===== config.mk =====
export PLATFORM = sky130hd
export DESIGN_NAME = bp_coherence_network_src_arbiter
export DESIGN_NICKNAME = d
export VERILOG_FILES = /design/src/rtl/bp_coherence_network_src_arbiter.sv
export SDC_FILE = /design/constraint.sdc
export NUM_CORES = 1
export LEC_CHECK = 0
export ABC_AREA = 1
export CORE_UTILIZATION = 45
export DETAILED_ROUTE_END_ITERATION = 12
export PLACE_DENSITY_LB_ADDON = 0.08
export SKIP_CTS_REPAIR_TIMING = 1
export SLEW_MARGIN = 25
export SYNTH_ARGS = -nofsm -noshare
export SYNTH_HDL_FRONTEND = slang
export SYNTH_SLANG_ARGS = --single-unit

===== constraint.sdc =====
create_clock -name clk_i -period 2.5 [get_ports clk_i]
set_input_delay 0.25 -clock clk_i [delete_from_list [all_inputs] [get_ports clk_i]]
set_output_delay 0.25 -clock clk_i [all_outputs]
set_load 0.1 [all_outputs]

===== src/rtl/bp_coherence_network_src_arbiter.sv =====
// Round-robin source arbiter feeding one coherence channel src port.
// A single output register decouples requesters from the channel; valid
// is only raised alongside the channel's ready (helpful consumer).
// Optional per-requester credit gating: define BP_NETWORK_SRC_ARB_CREDIT_EN.
module bp_coherence_network_src_arbiter #(
    parameter int unsigned num_req_p      = 2,
    parameter int unsigned packet_width_p = 64,
    parameter int unsigned credits_p      = 4
) (
    input  logic                                clk_i,
    input  logic                                reset_i,
    input  logic [num_req_p*packet_width_p-1:0] req_data_i,
    input  logic [num_req_p-1:0]                req_v_i,
    output logic [num_req_p-1:0]                req_ready_o,
    input  logic [num_req_p-1:0]                credit_return_i,
    output logic [packet_width_p-1:0]           data_o,
    output logic                                v_o,
    input  logic                                ready_i
);

    localparam int unsigned RW = (num_req_p > 1) ? $clog2(num_req_p) : 1;
    localparam int unsigned SW = RW + 1;

    logic                      full_r, full_d;
    logic [packet_width_p-1:0] data_r, data_d;
    logic [RW-1:0]             rr_r, rr_d;
    logic [num_req_p-1:0]      elig;
    logic                      grant_v;
    logic [RW-1:0]             grant_idx;

`ifdef BP_NETWORK_SRC_ARB_CREDIT_EN
    localparam int unsigned CW = (credits_p + 1 > 1) ? $clog2(credits_p + 1) : 1;
    logic [CW-1:0] cnt_r [num_req_p];

    // Eligible only with a valid packet and at least one credit left.
    always_comb begin
        elig = '0;
        for (int k = 0; k < num_req_p; k++) begin
            elig[k] = req_v_i[k] && (cnt_r[k] != '0);
        end
    end

    // Per-requester credit counters; grant and return together cancel out.
    always_ff @(posedge clk_i or negedge reset_i) begin
        if (!reset_i) begin
            for (int k = 0; k < num_req_p; k++) cnt_r[k] <= CW'(credits_p);
        end else begin
            for (int k = 0; k < num_req_p; k++) begin
                if (req_ready_o[k] && !credit_return_i[k]) begin
                    cnt_r[k] <= cnt_r[k] - 1'b1;
                end else if (!req_ready_o[k] && credit_return_i[k] &&
                             (cnt_r[k] != CW'(credits_p))) begin
                    cnt_r[k] <= cnt_r[k] + 1'b1;
                end
            end
        end
    end

`ifndef SYNTHESIS
    // Flag a credit returned to an already-full counter (it is dropped).
    always_ff @(posedge clk_i) begin
        for (int k = 0; k < num_req_p; k++) begin
            if (reset_i && credit_return_i[k] && !req_ready_o[k]) begin
                assert (cnt_r[k] != CW'(credits_p))
                else $error("credit overflow on requester %0d", k);
            end
        end
    end
`endif
`else
    // Credit returns are accepted on the port but have no effect here.
    logic unused_credit_return;
    assign unused_credit_return = ^credit_return_i;

    // Without credit gating every valid requester is eligible.
    always_comb begin
        elig = req_v_i;
    end
`endif

    // Round-robin search starting at rr_r; grant only if the register can take it.
    always_comb begin
        logic [2*num_req_p-1:0] elig_rot;
        logic [SW-1:0]          sum;
        logic [SW-1:0]          nxt;
        grant_v   = 1'b0;
        grant_idx = '0;
        sum       = '0;
        nxt       = '0;
        elig_rot  = {elig, elig} >> rr_r;
        if (reset_i && (!full_r || ready_i)) begin
            for (int i = 0; i < num_req_p; i++) begin
                if (!grant_v && elig_rot[i]) begin
                    grant_v = 1'b1;
                    sum     = {1'b0, rr_r} + SW'(i);
                    if (sum >= SW'(num_req_p)) sum = sum - SW'(num_req_p);
                    grant_idx = RW'(sum);
                end
            end
        end
        req_ready_o = '0;
        for (int k = 0; k < num_req_p; k++) begin
            req_ready_o[k] = grant_v && (grant_idx == RW'(k));
        end
        // Next-state of the output register and pointer.
        full_d = full_r && !ready_i;
        data_d = data_r;
        rr_d   = rr_r;
        if (grant_v) begin
            full_d = 1'b1;
            for (int k = 0; k < num_req_p; k++) begin
                if (grant_idx == RW'(k)) begin
                    data_d = req_data_i[k*packet_width_p +: packet_width_p];
                end
            end
            nxt = {1'b0, grant_idx} + SW'(1);
            if (nxt >= SW'(num_req_p)) nxt = '0;
            rr_d = RW'(nxt);
        end
    end

    // Output register and round-robin pointer.
    always_ff @(posedge clk_i or negedge reset_i) begin
        if (!reset_i) begin
            full_r <= 1'b0;
            data_r <= '0;
            rr_r   <= '0;
        end else begin
            full_r <= full_d;
            data_r <= data_d;
            rr_r   <= rr_d;
        end
    end

    // Valid only together with ready; data zeroed when empty.
    always_comb begin
        v_o    = full_r && ready_i;
        data_o = full_r ? data_r : '0;
    end

endmodule


==> impl_metrics.toml <==
[clock_network]
clock_sink_count = 66
clk_latency_ns = 0.33
cts_max_level = 3
clk_path_buf_depth = 2
path_clk_slew_ns = 0.07
root_buffer = "clkbuf_8"
numCtsBuffers = 9
cts_tree = "yes"

[die]
core_area_um2 = 9280
start_util = 0.465
die-area_um2 = 9980
fp.dieW_um = 99.9
io_pins = 202
rows = 35
die_h_um = 99.9

[global_route]
grt_max_degree = 67
grt_pass1_wl_um = 20100
antenna_found_initial = 0
overflow = 0
first_global_vias = 4435
grt_usage = 0.254

[cells_and_area]
syn_to_final_growth_pct = 56.0
layout-drive-gt1-share = 0.110
final_cell_mix = "nand2_1 (258), inv_1 (198), clkdlybuf4s50_1 (131)"
nets = 1015
layout_commonest_cell = "nand2_1"
diodes = 0

[synthesis]
yosysTopAreaCell = "dfrtp_1"
synth_fp_nets = 837
syn_avg_cell_area_um2 = 6.15
synthesis.area_um2 = 4310
yosysSeqAreaShare = 0.383
yosys_warnings = 0
synth_area_leaders = "dfrtp_1 (38%), nand2_1 (23%), inv_1 (17%)"
synthDistinctLibCells = 16
netlist.area_leader.share = 0.383
synth_cells = 702
ys_seq_elements = 66

[setup_path]
start_kind = "flip-flop"
end_kind = "output pin"
crit_fanout = 65
critPathKind = "reg2out"
worstPathRequired_ns = 2.25
cp.arrival_ns = 1.78
worstRegToRegCells = 7

[detailed_routing]
antenna_left = 0
drtIter0Drc = 158
drc = 0
viasPerCell = 4.58
wirelength_um = 12300
vias = 4635
wl_per_cell_um = 12.1
firstDrtPassIters = 4

[power]
peakVddDrop_mv = 0.408
power.density_nw_per_um2 = 669
p_leak_nw = 4.13
total_power_mw = 4.51

[timing]
final_max_slew_viol_count = 0
hold_violations = 0
setup_viol = 0
period_needed_ns = 2.03
slew_headroom = 0.450
skew_ns = 0.00584
hold_ws_ns = 0.177
fin_setup_tns_ns = 0
rsz0062_at_grt = "no"
post-route-period-util = 0.814
max_freq_ghz = 0.492
worst_pin_slew_ns = 0.825

[worst_hold_path]
hp-class = "in2async"

[placed_design]
place_hpwl_um = 8620
finalWeightedCongestion = 0.763
io_buffers = 199

[run_status]
outcome = "complete, no violations"

[run]
maxCapViolCount = 0
## kinds of logic after synthesis
family                 synth area share
AO/OA/AOI/OAI                   0.00348
buffers and inverters             0.231
flip-flops                        0.383
AND/OR/NAND/NOR                   0.383
## layout make-up
cell class	instances	area, um^2
well taps	129	161
fillers	798	2550
multi-input cells	394	1680
flip-flops and latches	66	1650
clock buffers	13	159
inverters	200	753
repair buffers	209	2320
## cells in the mapped netlist, drive strengths merged
master	count
nand2	259
inv	200
nand3	128
dfrtp	66
buf	39
clkbuf	3
nor2	3
o21ai	2
a21oi	1
nor3	1
## worst max-delay path: stages (launching register included)
cell,delay [ns]
dfrtp_2,0.36
buf_4,0.56
nand2_1,0.14
inv_1,0.10
buf_4,0.29
## routing by layer
metal | global-route usage | share of wire | vias up
met5 | 0 | 0 | -
met4 | 0.0973 | 0.018 | 0
met3 | 0.0550 | 0.079 | 17
met2 | 0.459 | 0.50 | 179
met1 | 0.295 | 0.41 | 2077
li1 | - | - | 2362
## registers in the layout, summed over array words and instances, names as in the netlist
signal  cells
full_r      1
rr_r        1
data_r     64
## path summary, 6_finish.rpt
check,from,to,slack (ns)
max in group asynchronous,reset_i,full_r,1.76
setup reg to reg,full_r,data_r[37],0.83
hold reg to reg,data_r[26],data_r[26],0.48
setup / recovery,full_r,data_o[4],0.47
min in group clk_i,reset_i,rr_r,0.48
hold / removal,reset_i,data_r[2],0.18
## metrics by stage
stage | std cells | util | setup slack (ns) | cell area (um^2)
floorplan | 702 | - | 0.668 | 4310
global placement | 998 | 0.708 | 0.282 | 6570
detailed placement | 998 | 0.708 | 0.441 | 6570
CTS | 1011 | 0.725 | 0.444 | 6730
global route | 1011 | 0.725 | 0.346 | 6730
finish | 1011 | 0.725 | 0.466 | 6730
## power by group
part / total (mW) / switching, mW / internal [mW]
clock network: 0.757 / 0.358 / 0.399
registers: 1.37 / 0.103 / 1.27
logic: 2.38 / 1.63 / 0.749
No activity file was read; power rests on OpenSTA's default activity.
